**config.mk**
```make
export PLATFORM = sky130hd
export DESIGN_NAME = lvda_pio_sequencer
export DESIGN_NICKNAME = d
export VERILOG_FILES = /design/src/rtl/lvda_pio_pkg.sv /design/src/rtl/lvda_rr_arbiter.sv /design/src/rtl/lvda_pio_sequencer.sv
export SDC_FILE = /design/constraint.sdc
export NUM_CORES = 1
export LEC_CHECK = 0
export ABC_AREA = 1
export CORE_MARGIN = 1
export CORE_UTILIZATION = 26
export CTS_BUF_LIST = sky130_fd_sc_hd__clkbuf_4
export DETAILED_ROUTE_END_ITERATION = 6
export DONT_BUFFER_PORTS = 1
export GPL_TIMING_DRIVEN = 0
export PLACE_DENSITY = 0.47
export REMOVE_ABC_BUFFERS = 1
export SLEW_MARGIN = 20
export SYNTH_ARGS = -nofsm -noshare
export SYNTH_HDL_FRONTEND = slang
export SYNTH_SLANG_ARGS = --single-unit
```
**constraint.sdc**
```tcl
create_clock -name SIM_CLK -period 2.6 [get_ports SIM_CLK]
set_clock_uncertainty 0.1 [all_clocks]
set_input_delay 0.26 -clock SIM_CLK [delete_from_list [all_inputs] [get_ports SIM_CLK]]
set_output_delay 0.26 -clock SIM_CLK [all_outputs]
set_load 0.005 [all_outputs]
```
**src/rtl/lvda_pio_pkg.sv**
```systemverilog
`default_nettype none
// ============================================================================
// Module      : lvda_pio_pkg
// Description : Shared types and widths for the LVDA process-I/O sequencer.
// Revision    : 1.0  initial release
// ============================================================================
package lvda_pio_pkg;

    localparam int c_lvdc_word_w = 26;
    localparam int c_pio_addr_w  = 9;

    typedef enum logic [2:0] {
        ST_IDLE   = 3'd0,
        ST_SETUP  = 3'd1,
        ST_STROBE = 3'd2,
        ST_SHIFT  = 3'd3,
        ST_DONE   = 3'd4
    } pio_state_t;

endpackage
`default_nettype wire

```
**src/rtl/lvda_rr_arbiter.sv**
```systemverilog
`default_nettype none
// ============================================================================
// Module      : lvda_rr_arbiter
// Description : Combinational round-robin pick: first set request at or above
//               the pointer, wrapping. One-hot grant plus binary index.
// Revision    : 1.0  initial release
// ============================================================================
module lvda_rr_arbiter #(
    parameter int NREQ  = 4,
    parameter int PTR_W = $clog2(NREQ)
) (
    input  logic [NREQ-1:0]  i_req,
    input  logic [PTR_W-1:0] i_ptr,
    output logic             o_valid,
    output logic [NREQ-1:0]  o_grant,
    output logic [PTR_W-1:0] o_grant_idx
);

    logic [PTR_W:0]   w_sum;
    logic [PTR_W-1:0] w_idx;

    always_comb begin
        o_valid     = 1'b0;
        o_grant     = '0;
        o_grant_idx = '0;
        w_sum       = '0;
        w_idx       = '0;
        for (int i = 0; i < NREQ; i++) begin
            // ptr and i are both below NREQ, so one subtraction wraps the sum
            w_sum = {1'b0, i_ptr} + (PTR_W+1)'(i);
            if (w_sum >= (PTR_W+1)'(NREQ)) begin
                w_sum = w_sum - (PTR_W+1)'(NREQ);
            end
            w_idx = w_sum[PTR_W-1:0];
            if (!o_valid && i_req[w_idx]) begin
                o_valid        = 1'b1;
                o_grant[w_idx] = 1'b1;
                o_grant_idx    = w_idx;
            end
        end
    end

endmodule
`default_nettype wire

```
**src/rtl/lvda_pio_sequencer.sv**
```systemverilog
`default_nettype none
// ============================================================================
// Module      : lvda_pio_sequencer
// Description : Arbitrates requesters onto the LVDA PIO channel, drives the
//               address/strobe sequence and shifts in the serial reply word.
// Revision    : 1.0  initial release
// ============================================================================
module lvda_pio_sequencer
    import lvda_pio_pkg::*;
#(
    parameter int NREQ       = 4,
    parameter int SETUP_CYC  = 2,
    parameter int STROBE_CYC = 4,
    parameter int DATA_BITS  = c_lvdc_word_w,
    parameter int BIT_CYC    = 8
) (
    input  logic                         SIM_CLK,
    input  logic                         SIM_RST,
    input  logic [NREQ-1:0]              REQ,
    input  logic [c_pio_addr_w*NREQ-1:0] REQ_ADDR,
    input  logic [NREQ-1:0]              REQ_AI3,
    output logic [NREQ-1:0]              GRANT,
    output logic                         ACK,
    output logic [DATA_BITS-1:0]         RDATA,
    output logic                         BUSY,
    output logic [c_pio_addr_w-1:0]      ADDR_V,
    output logic                         AI3V,
    output logic                         PIOV,
    input  logic                         DATAV
);

    localparam int c_ptr_w   = $clog2(NREQ);
    localparam int c_cnt_max = (SETUP_CYC > STROBE_CYC)
                             ? ((SETUP_CYC > BIT_CYC) ? SETUP_CYC : BIT_CYC)
                             : ((STROBE_CYC > BIT_CYC) ? STROBE_CYC : BIT_CYC);
    localparam int c_cnt_w   = $clog2(c_cnt_max + 1);
    localparam int c_bit_w   = $clog2(DATA_BITS + 1);

    localparam logic [c_cnt_w-1:0] c_setup_last  = c_cnt_w'(SETUP_CYC - 1);
    localparam logic [c_cnt_w-1:0] c_strobe_last = c_cnt_w'(STROBE_CYC - 1);
    localparam logic [c_cnt_w-1:0] c_bitcyc_last = c_cnt_w'(BIT_CYC - 1);
    localparam logic [c_bit_w-1:0] c_bit_last    = c_bit_w'(DATA_BITS - 1);
    localparam logic [c_ptr_w-1:0] c_ptr_last    = c_ptr_w'(NREQ - 1);

    pio_state_t                r_state;
    pio_state_t                w_state_nx;
    logic [c_ptr_w-1:0]        r_ptr;
    logic [c_cnt_w-1:0]        r_cnt;
    logic [c_bit_w-1:0]        r_bit_cnt;
    logic [DATA_BITS-1:0]      r_shift;
    logic [DATA_BITS-1:0]      r_rdata;
    logic [NREQ-1:0]           r_grant;
    logic [c_pio_addr_w-1:0]   r_addr;
    logic                      r_ai3;
    logic                      r_piov;
    logic                      r_ack;

    logic                      w_arb_valid;
    logic [NREQ-1:0]           w_arb_grant;
    logic [c_ptr_w-1:0]        w_arb_idx;
    logic [c_pio_addr_w-1:0]   w_sel_addr;
    logic                      w_sel_ai3;
    logic                      w_sample;

    lvda_rr_arbiter #(
        .NREQ  (NREQ),
        .PTR_W (c_ptr_w)
    ) u_arb (
        .i_req       (REQ),
        .i_ptr       (r_ptr),
        .o_valid     (w_arb_valid),
        .o_grant     (w_arb_grant),
        .o_grant_idx (w_arb_idx)
    );

    // One-hot mux of the winning requester's address and qualifier
    always_comb begin
        w_sel_addr = '0;
        for (int i = 0; i < NREQ; i++) begin
            w_sel_addr = w_sel_addr
                       | (REQ_ADDR[i*c_pio_addr_w +: c_pio_addr_w] & {c_pio_addr_w{w_arb_grant[i]}});
        end
        w_sel_ai3 = |(REQ_AI3 & w_arb_grant);
    end

    assign w_sample = (r_state == ST_SHIFT) && (r_cnt == c_bitcyc_last);

    always_comb begin
        w_state_nx = r_state;
        case (r_state)
            ST_IDLE:   if (w_arb_valid)                  w_state_nx = ST_SETUP;
            ST_SETUP:  if (r_cnt == c_setup_last)        w_state_nx = ST_STROBE;
            ST_STROBE: if (r_cnt == c_strobe_last)       w_state_nx = ST_SHIFT;
            ST_SHIFT:  if (w_sample && r_bit_cnt == c_bit_last) w_state_nx = ST_DONE;
            ST_DONE:                                     w_state_nx = ST_IDLE;
            default:                                     w_state_nx = ST_IDLE;
        endcase
    end

    always_ff @(posedge SIM_CLK) begin
        if (SIM_RST) begin
            r_state   <= ST_IDLE;
            r_ptr     <= '0;
            r_cnt     <= '0;
            r_bit_cnt <= '0;
            r_shift   <= '0;
            r_rdata   <= '0;
            r_grant   <= '0;
            r_addr    <= '0;
            r_ai3     <= 1'b0;
            r_piov    <= 1'b0;
            r_ack     <= 1'b0;
        end else begin
            r_state <= w_state_nx;

            if (w_state_nx != r_state) begin
                r_cnt     <= '0;
                r_bit_cnt <= '0;
            end else if (w_sample) begin
                r_cnt     <= '0;
                r_bit_cnt <= r_bit_cnt + 1'b1;
            end else if (r_state != ST_IDLE) begin
                r_cnt     <= r_cnt + 1'b1;
            end

            if (w_sample) begin
                r_shift <= {r_shift[DATA_BITS-2:0], DATAV};
            end
            // Capture includes the final bit so RDATA is valid in the ACK cycle
            if (r_state == ST_SHIFT && w_state_nx == ST_DONE) begin
                r_rdata <= {r_shift[DATA_BITS-2:0], DATAV};
            end

            if (r_state == ST_IDLE && w_arb_valid) begin
                r_grant <= w_arb_grant;
                r_addr  <= w_sel_addr;
                r_ai3   <= w_sel_ai3;
                r_ptr   <= (w_arb_idx == c_ptr_last) ? '0 : w_arb_idx + 1'b1;
            end else if (r_state == ST_DONE) begin
                r_grant <= '0;
                r_addr  <= '0;
                r_ai3   <= 1'b0;
            end

            r_piov <= (w_state_nx == ST_STROBE);
            r_ack  <= (w_state_nx == ST_DONE);
        end
    end

    assign GRANT  = r_grant;
    assign ACK    = r_ack;
    assign RDATA  = r_rdata;
    assign BUSY   = (r_state != ST_IDLE);
    assign ADDR_V = r_addr;
    assign AI3V   = r_ai3;
    assign PIOV   = r_piov;

endmodule
`default_nettype wire

```
# Word-level counts from Yosys, hierarchy flattened
# Index checks and enable logic that the tools add are counted.
[word_totals]
in_bits = 47
ram_bits = 0
mem_bits_ro = 0
register_bits = 81
n_memories = 0
latchBits = 0
out_inout_bits = 43
elab_cells = 120
[op_classes]
div_mod_pow = 0
multipliers = 0
reduce_logical = 20
shift = 0
magnitude_cmp = 12
n_eq_ne = 12
muxes = 44
n_addsub = 10
n_bitwise = 11
[op_table]
columns = ["operator", "count"]
rows = [
  ["$and A9 B9 Y9", 4],
  ["$or A9 B9 Y9", 3],
  ["$mux W4", 6],
  ["$mux W2", 9],
  ["$mux W9", 2],
  ["$mux W1", 14],
  ["$lt A2 B3 Y1 const B", 4],
  ["$mux W3", 4],
  ["$or A4 B4 Y4", 3],
  ["$pmux W3 S4", 1],
  ["$logic_and A1 B1 Y1", 11],
  ["$eq A3 B2 Y1 const B", 3],
  ["$ge A3 B3 Y1 const B", 3],
  ["$bmux W1 S2", 4],
  ["$demux W1 S2", 4],
  ["$ge A2 B1 Y1 const B", 4],
  ["$sub A2 B1 Y2 const B", 4],
  ["$add A2 B2 Y3 const B", 2],
  ["$eq A3 B3 Y1 const B", 2],
  ["$add A5 B1 Y5 const B", 1],
  ["$eq A5 B5 Y1 const B", 1],
  ["$add A4 B1 Y4 const B", 1],
  ["$and A4 B4 Y4", 1],
  ["$eq A4 B1 Y1 const B", 1],
  ["15 further kinds", 17],
]

# Longest topological paths before layout
# Gate-level depths: netlist of run 1.
[logic_depth]
ltp_word = 19
depth_mapped = 15
mapped_depth_nobuf = 14

# Hierarchy
# Synthesis of run 1 repeated with hierarchy kept, for this count alone.
[unflattened]
hier_cells = 484
hier_area_um2 = 3707.3
[modules_own_cells]
columns = ["module", "seq_area_each_um2", "cells_each", "area_each_um2", "n_inst"]
rows = [
  ["lvda_pio_sequencer", 1621.6, 410, 3276.9, 1],
  ["lvda_rr_arbiter", 0.0, 74, 430.4, 1],
]

# Worst setup path after synthesis of run 1
# OpenSTA, ideal clock, no wires.
[synth_path]
path_kind = "register to register"
from = "reg with a tool-made name"
to = "reg r_addr[7], in the netlist ADDR_V[7]"
stages_incl_launch_ff = 14
arrival_ns = 1.980
setup_time_ns = 0.132
path_slack_ns = 0.388
required_ns = 2.368
period_less_slack_ns = 2.212
cell_sequence = "dfxtp_1 -> inv_2 -> ha_1 -> inv_1 -> nand3_1 -> nand2_1 -> nor2_2 -> a21oi_1 -> nand3_1 -> buf_4 -> nand2_1 -> nand2_1 -> o21ai_1 -> a21oi_1"
[synth_lines]
columns = ["item", "line_no", "text"]
rows = [
  ["end signal: assignment", "lvda_pio_sequencer.sv:136", "r_addr <= w_sel_addr;"],
  ["end: declaration", "lvda_pio_sequencer.sv:53", "logic [c_pio_addr_w-1:0] r_addr;"],
]

==> summary.log, run 1 <==
qor: layout.area.growth.synth_to_final 21.0%
qor: floorplanning.num_rows 43
qor: synthesis.number_of_enable_flip_flop_cells_after_synthesis 0
qor: layout.post_layout_util 0.325
qor: worst_setup_path.cp-start-kind flop
qor: synthesis.ys_seq_elements 81
qor: cts.cts.sinks 81
qor: sta.drv_slew 0
qor: power.sw_frac_of_total 0.426
qor: power.pwr-share-clk 0.204
qor: sta.timing.final.crit_period 2.50 ns
qor: routing.initialDrtViolationCount 158
qor: worst_setup_path.critical_path_arrival 2.72 ns
qor: cts.cts_root_buffer clkbuf_4
qor: sta.timing.max_slew.rel_slack 0.509
qor: routing.routed-via-count 3,393
qor: power.share_comb_of_total_power 0.412
qor: synthesis.synth_warn 0
qor: power.ir_drop 271 uV
qor: floorplanning.die_width 122 um
qor: hold_path.hold_class input pin to flop
qor: cts.clkLatencyLatePin 0.45 ns
qor: routing.wirelength 9.60 mm
qor: sta.rsz0062_at_grt yes
qor: placed_design.io_buffers 0
qor: synthesis.synth_flop_cell dfxtp_1
qor: global_route.grt_util_all_layers 0.124
qor: sta.totalNegativeSetupSlack 0 ns
qor: floorplanning.dieArea 0.0150 mm2
qor: layout.finalNetCount 621
qor: synthesis.syn_area_per_cell 7.12 um2
qor: cts.clock_tree.buffer_depth 2
qor: power.total_power 3.80 mW
qor: sta.max_slew.worst_pin.slew 0.734 ns
qor: cts.cts_inserted_buffers 9
qor: floorplanning.die-height 122 um
qor: power.power.density_cell_area 831 mW/mm2
qor: floorplanning.top_level_ports 90
qor: worst_setup_path.timing.reg2reg.worst_path_depth 12
qor: layout.final_layout_size_suffix_gt1_frac 0.118
qor: worst_setup_path.timing_worst_setup_path_type flop to flop
qor: global_route.first_global_vias 3,141
qor: layout.most-common-layout-cells nor2_1 (115), nand2_1 (115), dfxtp_1 (79)
qor: sta.hold_viol_final 0
qor: hold_path.min_delay_path_depth 4
qor: power.p_int 2.18 mW
qor: routing.detailedRoute.firstPassIterationCount 4
qor: synthesis.seq_area_frac_synth 0.430
qor: placed_design.gpl_wtd_cong 0.798
qor: cts.clock_tree.htree_level_count 3
qor: worst_setup_path.cp_max_fo 12
qor: worst_setup_path.setup.worst_path.end_class flop
qor: synthesis.syn_inst 530
qor: sta.timing.fmax 400 MHz
qor: routing.avgRoutedWirePerCell 12.8 um
qor: global_route.number_of_antenna_violations_at_the_first_check_in_global_routing 0
qor: outcome.run_status complete, no violations
qor: routing.drtAntennaViolNets 0
qor: run.drv.max_cap_violation_count 0
qor: routing.viasPerCell 4.54
qor: power.p_leak 1.81 nW
qor: power.seq_power_share 0.384
qor: cts.tritoncts done
qor: synthesis.async_set_or_reset_register_ratio_after_synthesis 0
qor: floorplanning.core_area 0.0140 mm2
qor: sta.final-setup-viol-count 0
qor: global_route.grt_first_pass_wirelength 14.5 mm
qor: power.total_switching_power 1.62 mW
qor: global_route.grt_max_degree 53
qor: cts.clkSlewWorstSetupHoldPaths 0.13 ns
qor: sta.timing.final.crit_share 0.961
qor: worst_setup_path.data_required_time_of_the_worst_path 2.82 ns
qor: floorplanning.floorplan.initialDensity 0.269
qor: synthesis.syn-cell-area 0.00377 mm2
qor: global_route.global_route.overflow_total 0
qor: routing.number_of_design_rule_violations_left_after_detail_routing 0
qor: placed_design.place_hpwl 5.63 mm
qor: synthesis.synthDistinctLibCells 34
-- power groups by stage --
| stage | clock network, mW | registers (mW) | logic, mW |
|---|---|---|---|
| 2_1_floorplan | 0 | 1.45 | 1.09 |
| 3_3_place_gp | 0 | 1.48 | 1.37 |
| 3_5_place_dp | 0 | 1.48 | 1.40 |
| 4_1_cts | 0.814 | 1.45 | 1.48 |
| 5_1_grt | 0.856 | 1.47 | 1.75 |
| 6_report | 0.776 | 1.46 | 1.56 |
-- area by class of cell --
class	count	area, um2
Tap cell	180	225
Multi-Input combinational cell	395	2000
Clock inverter	6	67.6
Timing Repair Buffer	44	435
Antenna cell	1	2.50
Inverter	31	129
Fill cell	1479	9480
Sequential cell	81	1630
Clock buffer	10	75.1
-- metal layers --
metal	global-route usage	up-vias	part of all wire
li1	-	1765	-
met1	0.143	1524	0.46
met2	0.213	95	0.46
met3	0.0386	9	0.072
met4	0.0503	0	0.012
met5	0	-	0
-- state kept, by name, indices dropped and copies added (netlist names), named ones only --
register	cells
GRANT	4
AI3V	1
ADDR_V	9
r_bit_cnt	5
r_shift	25
r_ptr	1
RDATA	26
ACK	1
r_cnt	4
r_state	3
PIOV	1
-- per-stage QoR --
step / hold slack (ns) / worst slack (ns) / std cells / area [um2]
2_1_floorplan: 0.229 / -0.420 / 506 / 3660
3_3_place_gp: 0.233 / -1.86 / 686 / 3880
3_5_place_dp: 0.235 / -1.85 / 686 / 3880
4_1_cts: 0.0432 / 0.00179 / 746 / 4510
5_1_grt: 0.0595 / -0.0165 / 747 / 4560
6_report: 0.0808 / 0.101 / 748 / 4570
-- path summary, 6_finish.rpt --
check	start	end	slack (ns)
setup reg to reg	flop	ADDR_V[0]$_SDFFE_PP0P_	0.10
setup / recovery	flop	ADDR_V[0]$_SDFFE_PP0P_	0.10
hold reg to reg	ADDR_V[7]$_SDFFE_PP0P_	ADDR_V[7]$_SDFFE_PP0P_	0.40
hold / removal	REQ_AI3[0]	AI3V$_SDFFE_PP0P_	0.08
-- worst max-delay path: stages, from the launching register on --
cell     delay, ns
dfxtp_4       0.45
inv_2         0.13
ha_1          0.38
inv_1         0.13
nand3_1       0.09
nand2_1       0.15
nor2_4        0.08
a21oi_1       0.23
nand3_4       0.20
nand2_1       0.11
nand2_1       0.06
o21ai_0       0.18
a21oi_1       0.08
-- cell usage after synthesis, types with 2 or more instances --
cell | count | area (um2)
a21oi_2 | 2 | 17.5
buf_4 | 5 | 37.5
nand4_1 | 4 | 25.0
xor2_1 | 4 | 35.0
clkbuf_1 | 15 | 56.3
nand3_1 | 16 | 80.1
nand2_2 | 10 | 62.6
nor3_2 | 4 | 40.0
o21ai_0 | 57 | 285
o21ai_1 | 10 | 50.1
inv_1 | 22 | 82.6
nor2_2 | 4 | 25.0
nand2_1 | 117 | 439
a21oi_1 | 20 | 100
nand3_2 | 2 | 20.0
nor2_4 | 2 | 22.5
xnor2_1 | 3 | 26.3
a21boi_0 | 2 | 15.0
or2_2 | 2 | 12.5
nor3b_1 | 2 | 15.0
ha_1 | 12 | 150
inv_2 | 8 | 30.0
buf_1 | 2 | 7.51
nor2_1 | 115 | 432
dfxtp_1 | 81 | 1620
-- cell families after synthesis --
kind of cell / after synthesis / synth area share
buf+inv: 55 / 0.0620
compound gates: 93 / 0.130
simple gates: 282 / 0.322
fa+ha+maj: 12 / 0.0398
xor+xnor: 7 / 0.0162
flops: 81 / 0.430
-- timing repair --
item	4_1_cts	5_1_grt
hold buffers	42	0
pin swaps	1	0
hold endpoints to repair	31	0
gates cloned	1	0
setup buffers	1	1
gates resized for setup	14	9
endpoints found under the setup margin	54	16
No activity file was read; power rests on OpenSTA's default activity.
==> run 2, diff against run 1 <==
--- a/config.mk
+++ b/config.mk
@@ -6,15 +6,15 @@
 export NUM_CORES = 1
 export LEC_CHECK = 0
 export ABC_AREA = 1
+export ABC_CLOCK_PERIOD_IN_PS = 2600
 export CORE_MARGIN = 1
-export CORE_UTILIZATION = 26
+export CORE_UTILIZATION = 43
 export CTS_BUF_LIST = sky130_fd_sc_hd__clkbuf_4
 export DETAILED_ROUTE_END_ITERATION = 6
 export DONT_BUFFER_PORTS = 1
 export GPL_TIMING_DRIVEN = 0
-export PLACE_DENSITY = 0.47
+export PLACE_DENSITY = 0.66
 export REMOVE_ABC_BUFFERS = 1
-export SLEW_MARGIN = 20
 export SYNTH_ARGS = -nofsm -noshare
 export SYNTH_HDL_FRONTEND = slang
 export SYNTH_SLANG_ARGS = --single-unit
==> summary.log, run 2 (synthesis gave the netlist of run 1 again) <==
qor: outcome.run_status complete, no violations
qor: placed_design.placed_cells_incl_taps 611
qor: worst_setup_path.critical_path.slowest_cell dfxtp_4
qor: global_route.number_of_antenna_violations_at_the_first_check_in_global_routing 0
qor: sta.timing.final.crit_period 2.46 ns
qor: worst_setup_path.critical_path_arrival 2.67 ns
qor: global_route.first_global_vias 3,029
qor: power.power.density_cell_area 877 mW/mm2
qor: global_route.grt.met1_usage 0.210
qor: worst_setup_path.critical-path-max-stage-delay 0.44 ns
qor: floorplanning.floorplan.initialDensity 0.452
qor: cts.clock_tree.buffer_depth 2
qor: global_route.grt_max_degree 53
qor: sta.drv_slew 0
qor: worst_setup_path.path_common_cell nand2_1
qor: cts.cts_inserted_buffers 9
qor: routing.routed-via-count 3,431
qor: layout.post_layout_util 0.536
qor: worst_setup_path.data_required_time_of_the_worst_path 2.80 ns
qor: layout.most-common-layout-cells nor2_1 (115), nand2_1 (115), dfxtp_1 (79)
qor: routing.wirelength 9.21 mm
qor: sta.final.setup.worst_slack 0.136 ns
qor: routing.drtAntennaViolNets 0
qor: cts.cts_root_buffer clkbuf_4
qor: floorplanning.num_rows 33
qor: sta.timing.final.crit_share 0.948
qor: cts.cts.sinks 81
qor: worst_setup_path.timing.critical_path.cells clkinvlp_4, ha_4, inv_1, nand3_1, nand2_1, nor2_4, nand2_1, nand2_1, nor2_1, nand2_4, clkbuf_4, nand2_1, nand2_1, o21ai_1, a21oi_1
qor: worst_setup_path.cp_max_fo 8
qor: layout.finalNetCount 619
qor: worst_setup_path.cp-start-kind flop
qor: routing.number_of_design_rule_violations_left_after_detail_routing 0
qor: layout.nFillCells 769
qor: sta.timing.max_slew.rel_slack 0.195
qor: layout.final_design_area_no_fill 0.00447 mm2
qor: hold_path.hold_class input pin to flop
qor: global_route.global_route.overflow_total 0
qor: layout.largest_reg_flops 26
qor: worst_setup_path.setup.worst_path.end_class flop
qor: run.drv.max_cap_violation_count 0
qor: sta.hold_viol_final 0
qor: sta.timing.fmax 406 MHz
qor: global_route.grt.met3_usage 0.0686
qor: global_route.globalRouteMet2Util 0.338
qor: cts.tritoncts done
qor: placed_design.place_hpwl 5.25 mm
qor: placed_design.placement.setup.worst_slack -1.64 ns
qor: power.p_leak 1.80 nW
qor: global_route.grt-busiest-layer met2
qor: global_route.grt_first_pass_wirelength 13.4 mm
qor: power.ir_drop 367 uV
qor: worst_setup_path.crit_buf_inv 3
qor: floorplanning.dieArea 0.00915 mm2
qor: floorplanning.die-height 95.7 um
qor: global_route.grt_util_all_layers 0.192
qor: cts.clock_tree.htree_level_count 3
qor: layout.num_antenna_cells 0
qor: worst_setup_path.cp_top_family simple AND/OR/NAND/NOR gates
qor: placed_design.dpl_cell_area 0.00379 mm2
qor: worst_setup_path.timing_worst_setup_path_type flop to flop
qor: layout.sequential_cell_area 0.00163 mm2
qor: sta.final-setup-viol-count 0
qor: routing.detailedRoute.firstPassIterationCount 4
qor: sta.max_slew.worst_pin.slew 1.21 ns
qor: sta.totalNegativeSetupSlack 0 ns
qor: placed_design.io_buffers 0
qor: floorplanning.core_area 0.00834 mm2
qor: placed_design.gpl_wtd_cong 0.826
qor: floorplanning.die_width 95.7 um
qor: layout.final_layout_size_suffix_gt1_frac 0.140
qor: floorplanning.top_level_ports 90
qor: routing.avgRoutedWirePerCell 13.7 um
qor: layout.final-instance-count-excl-fill 670
qor: layout.area.growth.synth_to_final 18.5%
qor: routing.initialDrtViolationCount 225
qor: routing.viasPerCell 5.12
qor: cts.clkLatencyLatePin 0.43 ns
qor: layout.total_area_of_multi_input_combinational_cells 0.00203 mm2
qor: cts.clkSlewWorstSetupHoldPaths 0.14 ns
## run 2: stage by stage
stage	hold WS (ns)	power (mW)
finish	0.0355	3.92
global route	0.0195	4.20
CTS	0.00127	3.72
detailed placement	0.233	2.84
global placement	0.233	2.80
floorplan	0.229	2.54
## run 2: final timing paths
check	start	endpoint	slack, ns	cells after the start
max	r_ptr[1]$_SDFFE_PP0P_	ADDR_V[3]$_SDFFE_PP0P_	0.14	15
min	REQ_ADDR[34]	ADDR_V[7]$_SDFFE_PP0P_	0.04	4
max reg2reg	r_ptr[1]$_SDFFE_PP0P_	ADDR_V[3]$_SDFFE_PP0P_	0.14	15
min reg2reg	r_shift[24]$_SDFFE_PP0P_	r_shift[24]$_SDFFE_PP0P_	0.40	2
## run 2: routing by layer
layer / wire length (um) / vias up
met4: 157 / 0
li1: - / 1752
met1: 3990 / 1548
met3: 778 / 15
met5: 0 / -
met2: 4280 / 116
## run 2: repair_timing
action / in CTS / in global routing
pin swaps: 1 / 3
endpoints found under the setup margin: 51 / 21
resized for setup: 14 / 15
hold endpoints to repair: 31 / 0
cloned: 1 / 1
hold buffers: 31 / 0
buffers inserted: 0 / 10
## run 2: area by class of cell
class                           instances  share of cell area
Multi-Input combinational cell        395               0.454
Sequential cell                        81               0.364
Timing Repair Buffer                   41              0.0862
Inverter                               31              0.0308
Tap cell                              105              0.0294
Clock inverter                          7              0.0187
Clock buffer                            9              0.0151
Timing Repair inverter                  1             0.00196
## run 2: power breakdown
group | total (mW) | internal [mW] | switching (mW)
Clock | 0.799 | 0.313 | 0.486
Combinational | 1.67 | 0.586 | 1.09
Sequential | 1.45 | 1.35 | 0.102
## run 2: worst register-to-register path: stages, from the launching register on
cell	delay, ns
dfxtp_4	0.44
clkinvlp_4	0.19
ha_4	0.27
inv_1	0.11
nand3_1	0.08
nand2_1	0.14
nor2_4	0.08
nand2_1	0.06
nand2_1	0.04
nor2_1	0.18
nand2_4	0.11
clkbuf_4	0.19
nand2_1	0.06
nand2_1	0.06
o21ai_1	0.13
a21oi_1	0.07
